## config.mk

```make
export PLATFORM = sky130hd
export DESIGN_NAME = wb_counter_arbiter
export DESIGN_NICKNAME = d
export VERILOG_FILES = /design/src/rtl/wb_arb_pkg.sv /design/src/rtl/wb_timeout_watchdog.sv /design/src/rtl/wb_counter_arbiter.sv
export SDC_FILE = /design/constraint.sdc
export NUM_CORES = 1
export LEC_CHECK = 0
export ABC_AREA = 1
export CORE_AREA = 2 2 125 127
export CTS_CLUSTER_DIAMETER = 150
export CTS_CLUSTER_SIZE = 28
export DETAILED_ROUTE_END_ITERATION = 8
export DIE_AREA = 0 0 127 129
export HOLD_SLACK_MARGIN = 0.03
export PLACE_DENSITY = 0.6
export SETUP_SLACK_MARGIN = 0.4
export SYNTH_ARGS = -nofsm -noshare
export SYNTH_HDL_FRONTEND = slang
export SYNTH_SLANG_ARGS = --single-unit
```

## constraint.sdc

```tcl
create_clock -name wb_clk_i -period 2.2 [get_ports wb_clk_i]
set_clock_uncertainty 0.05 [all_clocks]
set_input_delay 0.44 -clock wb_clk_i [delete_from_list [all_inputs] [get_ports wb_clk_i]]
set_output_delay 0.44 -clock wb_clk_i [all_outputs]
set_load 0.01 [all_outputs]
```

## src/rtl/wb_arb_pkg.sv

```systemverilog
// Shared types and constants for the two-master Wishbone arbiter in front of the counter slave.
package wb_arb_pkg;

  typedef enum logic [1:0] {
    StIdle  = 2'd0,
    StOwn   = 2'd1,
    StToAck = 2'd2
  } arb_state_e;

  localparam int unsigned MstIdxW       = 1;
  localparam logic [31:0] DefaultToData = 32'hDEAD_BEEF;

endpackage

```

## src/rtl/wb_timeout_watchdog.sv

```systemverilog
// Counts consecutive stalled owner cycles; flags expiry on the cycle the count reaches TIMEOUT-1.
module wb_timeout_watchdog #(
  parameter int unsigned TIMEOUT = 16
) (
  input  logic clk_i,
  input  logic rst_i,
  input  logic active_i,
  input  logic ack_i,
  output logic expire_o
);

  localparam int unsigned CntW   = $clog2(TIMEOUT);
  localparam logic [CntW-1:0] CntLast = CntW'(TIMEOUT - 1);

  logic [CntW-1:0] count_d, count_q;

  // An ack or an idle strobe restarts the count; expiry leaves OWN so the wrap is harmless.
  always_comb begin
    count_d  = '0;
    expire_o = 1'b0;
    if (active_i && !ack_i) begin
      count_d  = count_q + 1'b1;
      expire_o = (count_q == CntLast);
    end
  end

  always_ff @(posedge clk_i or posedge rst_i) begin
    if (rst_i) begin
      count_q <= '0;
    end else begin
      count_q <= count_d;
    end
  end

endmodule

```

## src/rtl/wb_counter_arbiter.sv

```systemverilog
// Round-robin arbiter sharing the counter's Wishbone slave port between two masters,
// with a watchdog that force-acks stalled cycles.
module wb_counter_arbiter
  import wb_arb_pkg::*;
#(
  parameter int unsigned TIMEOUT = 16,
  parameter logic [31:0] TO_DATA = DefaultToData
) (
  input  logic        wb_clk_i,
  input  logic        wb_rst_i,
  input  logic        m0_cyc_i,
  input  logic        m0_stb_i,
  input  logic        m0_we_i,
  input  logic [3:0]  m0_sel_i,
  input  logic [31:0] m0_adr_i,
  input  logic [31:0] m0_dat_i,
  output logic        m0_ack_o,
  output logic [31:0] m0_dat_o,
  input  logic        m1_cyc_i,
  input  logic        m1_stb_i,
  input  logic        m1_we_i,
  input  logic [3:0]  m1_sel_i,
  input  logic [31:0] m1_adr_i,
  input  logic [31:0] m1_dat_i,
  output logic        m1_ack_o,
  output logic [31:0] m1_dat_o,
  output logic        s_cyc_o,
  output logic        s_stb_o,
  output logic        s_we_o,
  output logic [3:0]  s_sel_o,
  output logic [31:0] s_adr_o,
  output logic [31:0] s_dat_o,
  input  logic        s_ack_i,
  input  logic [31:0] s_dat_i,
  output logic [1:0]  grant_o,
  output logic        timeout_flag_o,
  output logic        timeout_id_o,
  input  logic        timeout_clr_i
);

  arb_state_e         state_d, state_q;
  logic [MstIdxW-1:0] owner_d, owner_q;
  logic [MstIdxW-1:0] last_owner_d, last_owner_q;
  logic               flag_d, flag_q;
  logic               id_d, id_q;
  logic               own_cyc, own_stb, expire;

  assign own_cyc = owner_q[0] ? m1_cyc_i : m0_cyc_i;
  assign own_stb = owner_q[0] ? m1_stb_i : m0_stb_i;

  wb_timeout_watchdog #(
    .TIMEOUT (TIMEOUT)
  ) u_watchdog (
    .clk_i    (wb_clk_i),
    .rst_i    (wb_rst_i),
    .active_i ((state_q == StOwn) && own_cyc && own_stb),
    .ack_i    (s_ack_i),
    .expire_o (expire)
  );

  always_comb begin
    state_d      = state_q;
    owner_d      = owner_q;
    last_owner_d = last_owner_q;
    flag_d       = timeout_clr_i ? 1'b0 : flag_q;
    id_d         = id_q;
    unique case (state_q)
      StIdle: begin
        if (m0_cyc_i && m1_cyc_i) begin
          state_d = StOwn;
          owner_d = ~last_owner_q;
        end else if (m0_cyc_i || m1_cyc_i) begin
          state_d = StOwn;
          owner_d = m1_cyc_i;
        end
      end
      StOwn: begin
        if (!own_cyc) begin
          state_d      = StIdle;
          last_owner_d = owner_q;
        end else if (expire) begin
          // A new timeout overrides a same-cycle clear.
          state_d = StToAck;
          flag_d  = 1'b1;
          id_d    = owner_q[0];
        end
      end
      StToAck: begin
        if (own_cyc) begin
          state_d = StOwn;
        end else begin
          state_d      = StIdle;
          last_owner_d = owner_q;
        end
      end
      default: state_d = StIdle;
    endcase
  end

  always_comb begin
    s_cyc_o  = 1'b0;
    s_stb_o  = 1'b0;
    s_we_o   = 1'b0;
    s_sel_o  = '0;
    s_adr_o  = '0;
    s_dat_o  = '0;
    m0_ack_o = 1'b0;
    m0_dat_o = '0;
    m1_ack_o = 1'b0;
    m1_dat_o = '0;
    grant_o  = '0;
    if (state_q != StIdle) begin
      grant_o[owner_q] = 1'b1;
    end
    if (state_q == StOwn) begin
      s_cyc_o = own_cyc;
      s_stb_o = own_stb;
      s_we_o  = owner_q[0] ? m1_we_i  : m0_we_i;
      s_sel_o = owner_q[0] ? m1_sel_i : m0_sel_i;
      s_adr_o = owner_q[0] ? m1_adr_i : m0_adr_i;
      s_dat_o = owner_q[0] ? m1_dat_i : m0_dat_i;
    end
    if (state_q == StOwn || state_q == StToAck) begin
      if (owner_q[0]) begin
        m1_ack_o = (state_q == StToAck) ? 1'b1 : s_ack_i;
        m1_dat_o = (state_q == StToAck) ? TO_DATA : s_dat_i;
      end else begin
        m0_ack_o = (state_q == StToAck) ? 1'b1 : s_ack_i;
        m0_dat_o = (state_q == StToAck) ? TO_DATA : s_dat_i;
      end
    end
  end

  assign timeout_flag_o = flag_q;
  assign timeout_id_o   = id_q;

  always_ff @(posedge wb_clk_i or posedge wb_rst_i) begin
    if (wb_rst_i) begin
      state_q      <= StIdle;
      owner_q      <= '0;
      last_owner_q <= 1'b1;
      flag_q       <= 1'b0;
      id_q         <= 1'b0;
    end else begin
      state_q      <= state_d;
      owner_q      <= owner_d;
      last_owner_q <= last_owner_d;
      flag_q       <= flag_d;
      id_q         <= id_d;
    end
  end

endmodule

```

==> impl_metrics.tcl, run 1 <==
set metrics [dict create \
    synth_top_cell_area_share_pct 44.3 \
    final_cells 956 \
    routed_via_density 4.22 \
    drive_above_1_share_pct 45.2 \
    yosys.area.top_type "nor2_1" \
    fin_setup_tns_ns 0 \
    rows 45 \
    layout.nets 952 \
    synth_nets 590 \
    netlist_top_cells_area "nor2_1 (44%), o21ai_0 (18%), dfrtp_1 (11%)" \
    cts_tree "built" \
    rrSetupSlack_ns 0.40 \
    relSlewSlack_pct 71.8 \
    place.gp.congestion 0.768 \
    power.density_mw_per_mm2 1120 \
    ys_types 25 \
    critPathKind "reg -> out" \
    clockBufferDepth 2 \
    ys_ff_latch 10 \
    die-area_sq_mm 0.0164 \
    fin_crit_sh_pct 97.8 \
    hold_path.class "reg -> reg" \
    synth_area_per_cell_sq_um 4.89 \
    clkTransAtPathRegs_ns 0.04 \
    max-cap-violations 0 \
    synth.cell_area_sq_mm 0.00199 \
    dieWidth_um 127 \
    clk_latency_ns 0.24 \
    numCtsBuffers 3 \
    fin_ws_ns 0.0494 \
    p_leak_uw 0.00304 \
    h-tree-depth 1 \
    drc 0 \
    arrival_ns 1.66 \
    vias 4036 \
    core_sq_mm 0.0150 \
    grt_pass1_vias 3770 \
    grt_pass1_wl_um 21000 \
    die_h_um 129 \
    antenna_cells 0 \
    hold_path_depth 1 \
    end_kind "output pin" \
    timing.fmax_mhz 465 \
    critPathLaunchType "flip-flop" \
    layout_common_cells "clkdlybuf4s50_1 (180), nor2_1 (149), buf_2 (88)" \
    placed_cells_incl_taps 907 \
    numPortBuffers 318 \
    overflow 0 \
    routed_wl_um 16000 \
    postCtsHoldBufs 0 \
    clkSinkCount 10 \
    status "finished, final reports clean" \
    root_buffer "clkbuf_16" \
    routedWlPerCell_um 16.7 \
    period_minus_slack_ns 2.15 \
    synth-seq-area-share_pct 12.6 \
    cp.required_ns 1.71 \
    initial_utilization_pct 13.3 \
    hpwlAfterDp_um 10500 \
    cp_max_fo 8 \
    rsz0062_at_grt "true" \
    preCtsSetupSlack_ns -0.123 \
    drv_slew 0 \
    r2r_cells 12 \
    hold_start "u_watchdog.count_q[0]" \
    layout_commonest_cell "clkdlybuf4s50_1" \
    grt_usage_pct 16.1 \
    hold_path_end "u_watchdog.count_q[0]" \
    holdWs_ns 0.404 \
    areaGrowthSynthToFinish_pct 243 \
    drt-initial-drc-count 133 \
    r2r-end "state_q[1]" \
    yosysWarnings 0 \
    postRouteAntennaNets 0 \
    worst_pin_slew_ns 0.422 \
    drt_pre_antenna_iters 4 \
    io_pins 319 \
    antenna_found_initial 0 \
    r2r-start "state_q[0]" \
    syn-instance-count 407 \
    hold_viol 0 \
    final_core_util_pct 45.7 \
    setup_viol 0 \
    grt_max_degree 42 \
    max-vdd-ir-drop_mv 0.569 \
]
area by class of cell:
class / count / area, sq um
sequential: 10 / 253
timing repair buffer: 389 / 3920
multi-input combinational: 353 / 2290
clock buffer: 4 / 78.8
tap: 188 / 235
fill: 1486 / 8140
inverter: 12 / 65.1
report_power, final:
group | leakage (uW) | internal, uW | switching [uW]
Sequential | 0.000131 | 226 | 42.0
Combinational | 0.00287 | 3570 | 3530
Clock | 0.0000382 | 243 | 87.9
Total | 0.00304 | 4040 | 3660
cells in the mapped netlist:
cell type / number
nand3_1: 5
nor2_1: 235
nor2_2: 1
nand3_2: 1
nand2_4: 2
inv_1: 11
o21ai_2: 1
a21oi_1: 2
buf_2: 7
dfrtp_1: 9
dfstp_2: 1
clkbuf_1: 17
buf_6: 1
ha_1: 5
nand2_1: 21
nand2_2: 1
inv_4: 1
o21ai_0: 71
o221ai_1: 1
xor2_1: 1
nor2_4: 2
o21ai_1: 2
or2_0: 1
buf_4: 7
and3_1: 1
critical path, cell delays in order (launching register included):
cell and delay [ns]:
dfrtp_1 0.40, inv_2 0.09, ha_4 0.31, buf_6 0.12, nand2_8 0.10, buf_16 0.19
nor2_1 0.08, buf_2 0.14
logic make-up after synthesis:
family	share of synthesized area [%]
flip-flops	12.6
buffers and inverters	10.6
XOR/XNOR	0.440
adder cells (fa/ha/maj)	3.14
AO/OA/AOI/OAI	19.7
AND/OR/NAND/NOR	53.5
stage by stage:
step                area [sq um]  power (uW)
finish                      6840        7690
global route                6840        8190
CTS                         5650        6020
detailed placement          5550        5540
global placement            5550        5570
floorplan                   1990        2470
layer usage:
layer  vias up  GRT usage [%]  wire [um]
met4         0           2.65        204
met2       207           29.7       7970
met5         -              0          0
li1       2008              -          -
met1      1805           19.8       6650
met3        16           2.87       1170
worst max-delay path by stage:
stage	startpoint	to	slack, ns	depth (start not counted)
after floorplan	state_q[0]	m0_dat_o[10]	0.39	6
after global placement	state_q[1]	m0_dat_o[22]	-0.11	6
after detailed placement	state_q[1]	m0_dat_o[22]	-0.12	6
after CTS	state_q[1]	s_adr_o[25]	0.07	7
after global routing	state_q[0]	s_dat_o[1]	-0.02	8
final	state_q[0]	m1_dat_o[7]	0.05	7
sequential cells by signal (all words and copies together) (netlist names):
register	count
owner_q	1
u_watchdog.count_q	4
state_q	2
last_owner_q	1
timeout_flag_o	1
timeout_id_o	1
timing repair:
action / CTS / global route
setup endpoints to repair: 141 / 141
buffers inserted: 4 / 23
cloned: 7 / 11
pin swaps: 31 / 56
gates resized for setup: 494 / 395
(Power assumes the default switching activity.)
==> run 2, diff against run 1 <==
Settings changed: SKIP_CTS_REPAIR_TIMING set to 1.
==> impl_metrics.tcl, run 2 (synthesis gave the netlist of run 1 again) <==
set metrics [dict create \
    drv_slew 0 \
    max-cap-violations 0 \
    areaGrowthSynthToFinish_pct 183 \
    holdWs_ns 0.407 \
    status "finished, final reports clean" \
    initial_utilization_pct 13.3 \
    crit_path_max_incr_delay_ns 0.40 \
    numPortBuffers 318 \
    routedWlPerCell_um 15.8 \
    core_sq_mm 0.0150 \
    die_h_um 129 \
    relSlewSlack_pct 71.5 \
    dieWidth_um 127 \
    r2r_cells 12 \
    antenna_cells 0 \
    rsz0062_at_grt "true" \
    io_pins 319 \
    clkTransAtPathRegs_ns 0.04 \
    clk_latency_ns 0.24 \
    max-vdd-ir-drop_mv 0.467 \
    postRouteAntennaNets 0 \
    root_buffer "clkbuf_16" \
    numCtsBuffers 3 \
    met3_wirelength_um 1240 \
    routed_wl_um 14500 \
    cp.required_ns 1.71 \
    drt_pre_antenna_iters 4 \
    cp_top_family "buffers and inverters" \
    p_leak_uw 0.00299 \
    hold_path.class "reg -> reg" \
    die-area_sq_mm 0.0164 \
    end_kind "output pin" \
    drive_above_1_share_pct 28.7 \
    wl_met1_um 5990 \
    drc 0 \
    cp_max_fo 8 \
    clkSinkCount 10 \
    antenna_found_initial 0 \
    slowest_stage "dfrtp_1" \
    period_minus_slack_ns 2.13 \
    top_layer_used "met4" \
    hold_viol 0 \
    worst-path-stages 7 \
    grt_pass1_vias 3552 \
    grt_max_degree 42 \
    grt_pass1_wl_um 19400 \
    total_power_uw 5980 \
    timing.fmax_mhz 469 \
    setup_viol 0 \
    arrival_ns 1.64 \
    routed_via_density 4.17 \
    critPathLaunchType "flip-flop" \
    worst_pin_slew_ns 0.428 \
    layout_commonest_cell "nor2_1" \
    grt_usage_pct 14.7 \
    power.density_mw_per_mm2 1060 \
    clockBufferDepth 2 \
    largestRegisters "u_watchdog.count_q (4), state_q (2)" \
    place.gp.congestion 0.768 \
    fin_crit_sh_pct 96.8 \
    overflow 0 \
    vias 3843 \
    hold_path_depth 1 \
    rows 45 \
    worstPathCellList "inv_2 > ha_4 > nand2_4 > buf_12 > buf_4 > nor2_1 > clkbuf_2" \
    max_flop_register "u_watchdog.count_q" \
    layout.nets 918 \
    rrSetupSlack_ns 0.37 \
    largest_register_ffs 4 \
    hpwlAfterDp_um 10500 \
    path_buf_inv 4 \
    h-tree-depth 1 \
    route.met2.wl_um 7090 \
    critPathKind "reg -> out" \
    cts_tree "built" \
    drt-initial-drc-count 129 \
    layout_common_cells "nor2_1 (210), clkdlybuf4s50_1 (181), buf_2 (70)" \
]
==> run 2: where the power goes <==
| part | total, uW | switching (uW) | internal (uW) |
|---|---|---|---|
| Sequential | 270 | 44.9 | 226 |
| Combinational | 5380 | 2890 | 2490 |
| Clock | 333 | 90.0 | 243 |
| Total | 5980 | 3030 | 2960 |
==> run 2: final cells by class <==
| type | count | area [sq um] |
|---|---|---|
| flip-flops and latches | 10 | 253 |
| inverters | 12 | 47.5 |
| fillers | 1641 | 9330 |
| clock buffers | 4 | 78.8 |
| well taps | 188 | 235 |
| repair buffers | 355 | 3260 |
| multi-input cells | 353 | 1760 |
==> run 2: through the flow <==
step	TNS [ns]	std cells	instance area (sq um)	setup WS, ns	util (%)
global placement	-1.65	907	5550	-0.106	37.0
CTS	-36.04	911	5630	-0.377	37.6
finish	0	922	5640	0.0697	37.7
floorplan	0	407	1990	0.395	-
global route	0	922	5640	0.0274	37.7
detailed placement	-2.38	907	5550	-0.123	37.0
==> run 2: worst reg2reg max path: cells and delay by family, from the launching register on <==
family	cells	cell delay, ns
buffers and inverters	4	0.52
and+or+nand+nor	6	0.51
DFF	1	0.40
adders and majority gates	1	0.17
AOI/OAI and AO/OA	1	0.07
==> run 2: final timing paths <==
kind	to	from
min reg2reg	u_watchdog.count_q[0]	u_watchdog.count_q[0]
min	u_watchdog.count_q[0]	u_watchdog.count_q[0]
max	m0_dat_o[8]	state_q[0]
max in group asynchronous	last_owner_q	wb_rst_i
min in group asynchronous	timeout_flag_o	wb_rst_i
max reg2reg	state_q[1]	state_q[0]
==> run 2: layer usage <==
metal / vias to the layer above / GRT usage, %
li1: 1931 / -
met1: 1692 / 18.9
met2: 205 / 25.9
met3: 15 / 3.12
met4: 0 / 1.94
met5: - / 0
